<file path="config.mk">
export PLATFORM = sky130hd
export DESIGN_NAME = prdecoder_dwell
export DESIGN_NICKNAME = d
export VERILOG_FILES = /design/src/rtl/dec_pkg.sv /design/src/rtl/dec_skid_fifo.sv /design/src/rtl/prdecoder_dwell.sv
export SDC_FILE = /design/constraint.sdc
export NUM_CORES = 1
export LEC_CHECK = 0
export CORE_UTILIZATION = 29
export CTS_CLUSTER_SIZE = 16
export DETAILED_ROUTE_END_ITERATION = 10
export HOLD_SLACK_MARGIN = 0.06
export SLEW_MARGIN = 20
export SYNTH_ARGS = -nofsm -noshare
export SYNTH_HDL_FRONTEND = slang
export SYNTH_SLANG_ARGS = --single-unit
</file>
<file path="constraint.sdc">
create_clock -name clk -period 1.8 [get_ports clk]
set_clock_uncertainty 0.05 [all_clocks]
set_input_delay 0.36 -clock clk [delete_from_list [all_inputs] [get_ports clk]]
set_output_delay 0.36 -clock clk [all_outputs]
set_load 0.02 [all_outputs]
</file>
<file path="src/rtl/dec_pkg.sv">
// Shared types for the dwell decoder: FSM states, default widths and the buffered item.
package dec_pkg;

    localparam int unsigned CODE_W_DEF  = 3;
    localparam int unsigned DWELL_W_DEF = 4;

    typedef enum logic [0:0] {
        IDLE,
        DWELL
    } dec_state_t;

    typedef struct packed {
        logic [CODE_W_DEF-1:0]  code;
        logic [DWELL_W_DEF-1:0] dwell;
    } dec_item_t;

endpackage

</file>
<file path="src/rtl/dec_skid_fifo.sv">
// Two-entry FIFO of decoder items; dout shows the head whenever fill is non-zero.
module dec_skid_fifo
    import dec_pkg::*;
#(
    parameter type item_t = dec_item_t
) (
    input  logic       clk,
    input  logic       rst_n,
    input  logic       push,
    input  item_t      din,
    input  logic       pop,
    output item_t      dout,
    output logic [1:0] fill
);

    item_t      mem_q [2];
    logic       wr_q;
    logic       rd_q;
    logic [1:0] fill_q;

    always_ff @(posedge clk or negedge rst_n) begin
        if (!rst_n) begin
            mem_q[0] <= '0;
            mem_q[1] <= '0;
            wr_q     <= 1'b0;
            rd_q     <= 1'b0;
            fill_q   <= 2'd0;
        end else begin
            if (push) begin
                mem_q[wr_q] <= din;
                wr_q        <= ~wr_q;
            end
            if (pop) begin
                rd_q <= ~rd_q;
            end
            case ({push, pop})
                2'b10:   fill_q <= fill_q + 2'd1;
                2'b01:   fill_q <= fill_q - 2'd1;
                default: fill_q <= fill_q;
            endcase
        end
    end

    assign dout = mem_q[rd_q];
    assign fill = fill_q;

endmodule

</file>
<file path="src/rtl/prdecoder_dwell.sv">
// Registered code-to-one-hot decoder that holds each line for a programmable dwell.
// Define DEC_BUF_EN to add a 2-entry input buffer so consecutive items run without gaps.
module prdecoder_dwell
    import dec_pkg::*;
#(
    parameter int unsigned CODE_W  = CODE_W_DEF,
    parameter int unsigned DWELL_W = DWELL_W_DEF
) (
    input  logic                 clk,
    input  logic                 rst_n,
    input  logic                 in_valid,
    output logic                 in_ready,
    input  logic [CODE_W-1:0]    in_code,
    input  logic [DWELL_W-1:0]   in_dwell,
    output logic [2**CODE_W-1:0] out,
    output logic                 out_active,
    output logic                 done
);

    localparam int unsigned LINES = 2**CODE_W;

    dec_state_t         state_q, state_d;
    logic [LINES-1:0]   out_q, out_d;
    logic [DWELL_W-1:0] cnt_q, cnt_d;
    logic               run_q;
    logic               xfer;
    logic               last;
    logic               load;
    logic [CODE_W-1:0]  ld_code;
    logic [DWELL_W-1:0] ld_dwell;

`ifdef DEC_BUF_EN
    typedef struct packed {
        logic [CODE_W-1:0]  code;
        logic [DWELL_W-1:0] dwell;
    } item_t;

    item_t      in_item;
    item_t      head;
    logic       push;
    logic       pop;
    logic [1:0] fill;

    assign in_item  = {in_code, in_dwell};
    assign in_ready = run_q && (fill != 2'd2);

    dec_skid_fifo #(
        .item_t(item_t)
    ) u_fifo (
        .clk  (clk),
        .rst_n(rst_n),
        .push (push),
        .din  (in_item),
        .pop  (pop),
        .dout (head),
        .fill (fill)
    );
`else
    assign in_ready = run_q && (state_q == IDLE);
`endif

    assign xfer = in_valid && in_ready;
    assign last = (state_q == DWELL) && (cnt_q == DWELL_W'(1));

    always_comb begin
        state_d  = state_q;
        out_d    = out_q;
        cnt_d    = cnt_q;
        load     = 1'b0;
        ld_code  = in_code;
        ld_dwell = in_dwell;
`ifdef DEC_BUF_EN
        push = 1'b0;
        pop  = 1'b0;
        if (state_q == IDLE || last) begin
            if (fill != 2'd0) begin
                load     = 1'b1;
                pop      = 1'b1;
                push     = xfer;
                ld_code  = head.code;
                ld_dwell = head.dwell;
            end else begin
                // Empty buffer: the incoming item goes straight to the output stage.
                load = xfer;
            end
        end else begin
            push = xfer;
        end
`else
        load = (state_q == IDLE) && xfer;
`endif
        if (load) begin
            state_d          = DWELL;
            out_d            = '0;
            out_d[ld_code]   = 1'b1;
            cnt_d            = (ld_dwell == '0) ? DWELL_W'(1) : ld_dwell;
        end else if (last) begin
            state_d = IDLE;
            out_d   = '0;
            cnt_d   = '0;
        end else if (state_q == DWELL) begin
            cnt_d = cnt_q - DWELL_W'(1);
        end
    end

    always_ff @(posedge clk or negedge rst_n) begin
        if (!rst_n) begin
            state_q <= IDLE;
            out_q   <= '0;
            cnt_q   <= '0;
            run_q   <= 1'b0;
        end else begin
            state_q <= state_d;
            out_q   <= out_d;
            cnt_q   <= cnt_d;
            run_q   <= 1'b1;
        end
    end

    assign out        = out_q;
    assign out_active = |out_q;
    assign done       = last;

endmodule

</file>
==> impl_metrics.ini, run 1 <==
[run_status]
status = complete, no violations

[place]
placed_cell_area_sq_mm = 0.00103
dpl_worst_slack_ns = -0.169
io_buffers = 20
dp_hpwl_um = 1250
dp.cells = 119
gp_congestion = 0.840

[layout]
syn2layout_area_growth_pct = 49.5
fin_area_sq_mm = 0.00108
nNetsFinal = 109
layout-drive-gt1-share = 0.295
finalNonFillerCells = 123
antenna_cells = 0
num-fill-cells = 214

[clocking]
cts_buffers = 3
clock_path_buffers = 2
cts_root_buffer = clkbuf_4
clock_sinks = 14
cts_tree = yes
clk_pin_slew_worst_paths_ns = 0.08
insertion_delay_ns = 0.27
hold_buffers = 0
htreeDepth = 1

[yosys]
ys_top_cells_by_count = 14 x dfrtp_1, 6 x a22o_1, 4 x a21oi_1
synth.most_common_cell = dfrtp_1
synth_area_leaders = dfrtp_1 48%, a22o_1 7.2%, ha_1 3.4%, a22oi_4 2.9%, a21oi_1 2.8%
synth_area_sq_um = 726
synth_area_per_cell_sq_um = 11.9
synth_cell_types = 28
synth.largest_area_cell = dfrtp_1
syn_inst = 61
yosysWarnings = 0
synthArstFlopShare = 1.00
synth_top_area_frac = 0.483
syn_nets = 73
synth_edf_count = 0
ys.flop_type = dfrtp_1
synth_seq_area_share = 0.483
ys_ff_latch = 14

[sta]
final.setup.worst_slack_ns = 0.0523
drv_slew = 0
post-route-min-period_ns = 1.75
finalCritPeriodShare = 0.971
max_freq_ghz = 0.572
setup_viol = 0
hold_viol = 0

[routing]
drt_wl_total_um = 1680
wl_per_cell_um = 13.7
drtPass1Iterations = 4
vias = 593
viasPerCell = 4.82
post-route-drc-count = 0
drt_iter0_drc = 6
antenna_left = 0

[grt]
track_usage = 0.151
grt_pass1_vias = 654
grt_pass1_wl_um = 2950
overflow = 0
grt_max_degree = 15
antenna_found_initial = 0

[hold_path]
hp-class = input pin to asynchronous set/reset pin

[critical_path]
start_kind = register
worstSetupPathType = register to output pin
critPathCaptureType = output pin
timing.rr.end = out[1]
worstPathMaxFanout = 2
required_ns = 1.39
r2r_slack_ns = 0.18
r2r_cells = 6
worst_r2r_startpoint = cnt_q[0]
arrival_ns = 1.34

[run]
max_cap_viol_count = 0

[floorplan]
die_area_sq_mm = 0.00271
core_sq_mm = 0.00228
start_util = 0.319
die_x_um = 52.0
io_pins = 21
die_y_um = 52.0
rows = 17

[power_and_ir_drop]
ir_worst_vdd_v = 0.000766
power_mw = 1.72
leakage_nw = 0.513
powerDensity_mw_per_mm2 = 1580
## area by class of cell
| class | instances | area [sq um] | share of cell area |
|---|---|---|---|
| flip-flops and latches | 14 | 350 | 0.323 |
| multi-input cells | 43 | 380 | 0.351 |
| inverters | 3 | 11.3 | 0.0104 |
| clock buffers | 3 | 22.5 | 0.0208 |
| repair buffers | 32 | 285 | 0.263 |
| well taps | 28 | 35.0 | 0.0323 |
## metal layers
layer	share of wire	track usage
met1	0.48	0.205
met2	0.45	0.233
met3	0.069	0.0351
met4	0	0.0541
met5	0	0
## stage by stage
stage,utilization,hold slack [ns],TNS [ns]
2_1_floorplan,-,0.0144,0
3_3_place_gp,0.454,0.466,-0.139
3_5_place_dp,0.454,0.468,-0.169
4_1_cts,0.468,0.350,-0.0191
5_1_grt,0.477,0.371,-0.0119
6_report,0.477,0.340,0
## timing repair
action | CTS | global route
buffers inserted | 0 | 1
pin swaps | 0 | 1
setup endpoints to repair | 3 | 2
cloned | 0 | 0
gates resized for setup | 10 | 6
## power breakdown
| group | internal [mW] | switching (mW) | total [mW] |
|---|---|---|---|
| Sequential | 0.438 | 0.123 | 0.561 |
| Clock | 0.0774 | 0.0966 | 0.174 |
| Combinational | 0.515 | 0.468 | 0.983 |
## state kept, by name, summed over array words and instances (netlist names)
| signal | count |
|---|---|
| cnt_q | 4 |
| state_q | 1 |
| run_q | 1 |
| out | 8 |
## critical path, stage by stage (launching register included)
cell and delay (ns):
dfrtp_1 0.39, inv_2 0.08, ha_4 0.13, nor3b_4 0.18
and2_4 0.17, buf_6 0.11
## worst max path at each step
stage               cells after the start      from  endpoint
finish                                  5  cnt_q[1]      done
detailed placement                      5  cnt_q[1]      done
CTS                                     5  cnt_q[1]      done
floorplan                               4  cnt_q[1]      done
global route                            5  cnt_q[1]      done
global placement                        5  cnt_q[1]      done
## cells by family (layout without fill, tap and decap cells)
family,count (synthesis),count (layout),share of synthesized area
other,1,1,0.00517
adder cells (fa/ha/maj),2,2,0.0345
flip-flops,14,14,0.483
AO/OA/AOI/OAI,18,18,0.210
XOR/XNOR,1,1,0.0121
multiplexers,2,2,0.0276
AND/OR/NAND/NOR,19,19,0.197
buffers and inverters,4,38,0.0310
## cells in the final DEF (no fill, tap or decap), types with 2 or more instances in the layout
cell / n
nor2_1: 2
and3_1: 2
nor2b_1: 2
clkbuf_4: 3
inv_1: 2
buf_4: 12
dfrtp_1: 14
a32o_1: 2
nor3_1: 3
clkdlybuf4s50_1: 17
a211oi_1: 2
a21oi_1: 4
a22o_1: 6
nor4_2: 2
mux2i_1: 2
Power figures use the tool's default switching activity.
==> run 2: changes to the inputs <==
--- a/config.mk
+++ b/config.mk
@@ -8,6 +8,7 @@
 export CORE_UTILIZATION = 29
 export CTS_CLUSTER_SIZE = 16
 export DETAILED_ROUTE_END_ITERATION = 10
+export GPL_TIMING_DRIVEN = 1
 export HOLD_SLACK_MARGIN = 0.06
 export SLEW_MARGIN = 20
 export SYNTH_ARGS = -nofsm -noshare
==> constraint.sdc (replaced) <==
create_clock -name clk -period 1.95 [get_ports clk]
set_clock_uncertainty 0.05 [all_clocks]
set_input_delay 0.39 -clock clk [delete_from_list [all_inputs] [get_ports clk]]
set_output_delay 0.39 -clock clk [all_outputs]
set_load 0.02 [all_outputs]
==> run 2 against run 1 <==
- cell count shrank 0.81%
- clock-buffer cell count grew 1
- critical endpoint unchanged
- clock power grew 22%
- combinational power shrank 13%
- flip-flop and latch count is the same
- sequential share of layout area grew 0.72 points
- largest cell class unchanged
- non-clock buffer count shrank 2
==> impl_metrics.ini, run 2 (synthesized netlist as in run 1, its figures left out) <==
[run_status]
status = complete, no violations

[place]
gp_congestion = 0.838
dp_hpwl_um = 1290
placed_cell_area_sq_mm = 0.00102
io_buffers = 20

[grt]
track_usage = 0.151
grt_max_degree = 15
grt_pass1_wl_um = 2920
overflow = 0
antenna_found_initial = 0
grt_pass1_vias = 669

[critical_path]
start_kind = register
critPathCaptureType = output pin
crit_path_end = done
critPathLaunch = cnt_q[1]
r2r_slack_ns = 0.43
arrival_ns = 1.43
timing.rr.end = out[6]
worstPathCellList = inv_2 > ha_2 > nor3b_4 > and2_4 > buf_4
r2r_cells = 6
worstPathMaxFanout = 2
worst_r2r_startpoint = cnt_q[1]
critPathMaxStageDelay_ns = 0.40
worstSetupPathType = register to output pin
required_ns = 1.51
cpMaxStageDelayCell = dfrtp_1

[floorplan]
core_sq_mm = 0.00228
die_x_um = 52.0
die_area_sq_mm = 0.00271
die_y_um = 52.0
rows = 17
start_util = 0.319
io_pins = 21

[layout]
final_common_cell = clkdlybuf4s50_1
nNetsFinal = 107
largest_reg_flops = 8
fin_util = 0.466
layout-drive-gt1-share = 0.255
layout_common_cells = 17 x clkdlybuf4s50_1, 14 x dfrtp_1, 11 x buf_4, 6 x a22o_1, 4 x a21oi_1
syn2layout_area_growth_pct = 46.2
num-fill-cells = 219
antenna_cells = 0
fin_area_sq_mm = 0.00106

[routing]
viasPerCell = 5.01
wl_per_cell_um = 14.0
drtPass1Iterations = 4
antenna_left = 0
drt_iter0_drc = 2
post-route-drc-count = 0
drt_wl_total_um = 1710
vias = 611

[clocking]
htreeDepth = 1
clock_sinks = 14
cts_root_buffer = clkbuf_4
insertion_delay_ns = 0.29
cts_tree = yes
hold_buffers = 0
clk_pin_slew_worst_paths_ns = 0.09
cts_buffers = 3
clock_path_buffers = 2

[hold_path]
hp-class = input pin to asynchronous set/reset pin

[sta]
drv_slew = 0
setup_viol = 0
post-route-min-period_ns = 1.87
max_freq_ghz = 0.536
hold_ws_ns = 0.361
finalCritPeriodShare = 0.957
hold_viol = 0

[power_and_ir_drop]
ir_worst_vdd_v = 0.000734
powerDensity_mw_per_mm2 = 1500
leakage_nw = 0.506

[run]
max_cap_viol_count = 0
run 2: power by group:
part | switching (mW) | total (mW) | leakage (nW) | internal, mW
clock | 0.0996 | 0.213 | 0.0210 | 0.114
combinational | 0.407 | 0.859 | 0.307 | 0.452
sequential | 0.112 | 0.516 | 0.177 | 0.404
run 2: layout make-up:
cell class,count,area [sq um],share of cell area
well taps,28,35.0,0.0330
inverters,3,11.3,0.0106
clock buffers,4,36.3,0.0342
multi-input cells,43,358,0.337
repair buffers,30,270,0.255
flip-flops and latches,14,350,0.330
run 2: metrics by stage:
step | power, mW | setup TNS, ns | std cells | setup slack (ns)
CTS | 1.58 | 0 | 121 | 0.0312
global placement | 1.38 | -0.00502 | 117 | -0.00502
finish | 1.59 | 0 | 122 | 0.0844
floorplan | 0.993 | 0 | 61 | 0.412
global route | 1.69 | -0.00716 | 122 | -0.00716
detailed placement | 1.40 | -0.0883 | 117 | -0.0883
run 2: what timing repair did:
action                     4_1_cts  5_1_grt
setup endpoints to repair        3        1
buffers inserted                 0        1
gates resized for setup          6        4
run 2: worst min path at each step:
stage,to,cells after the start,slack (ns)
3_3_place_gp,out[5],1,0.46
6_report,cnt_q[2],2,0.36
4_1_cts,cnt_q[2],2,0.38
2_1_floorplan,cnt_q[0],0,0.04
3_5_place_dp,out[7],1,0.46
5_1_grt,cnt_q[2],2,0.38
run 2: metal layers:
| layer | share of wire | wire length, um | up-vias | global-route usage |
|---|---|---|---|---|
| met5 | 0 | 0 | - | 0 |
| met4 | 0.017 | 29 | 0 | 0.0811 |
| met3 | 0.073 | 125 | 3 | 0.0380 |
| met2 | 0.43 | 742 | 23 | 0.233 |
| met1 | 0.47 | 809 | 289 | 0.192 |
| li1 | - | - | 296 | - |
run 2: worst max-delay path, delay by kind of cell (launching register included):
kind          cells  cell delay, ns
fa+ha+maj         1            0.17
flops             1            0.40
buf+inv           2            0.20
simple gates      2            0.37
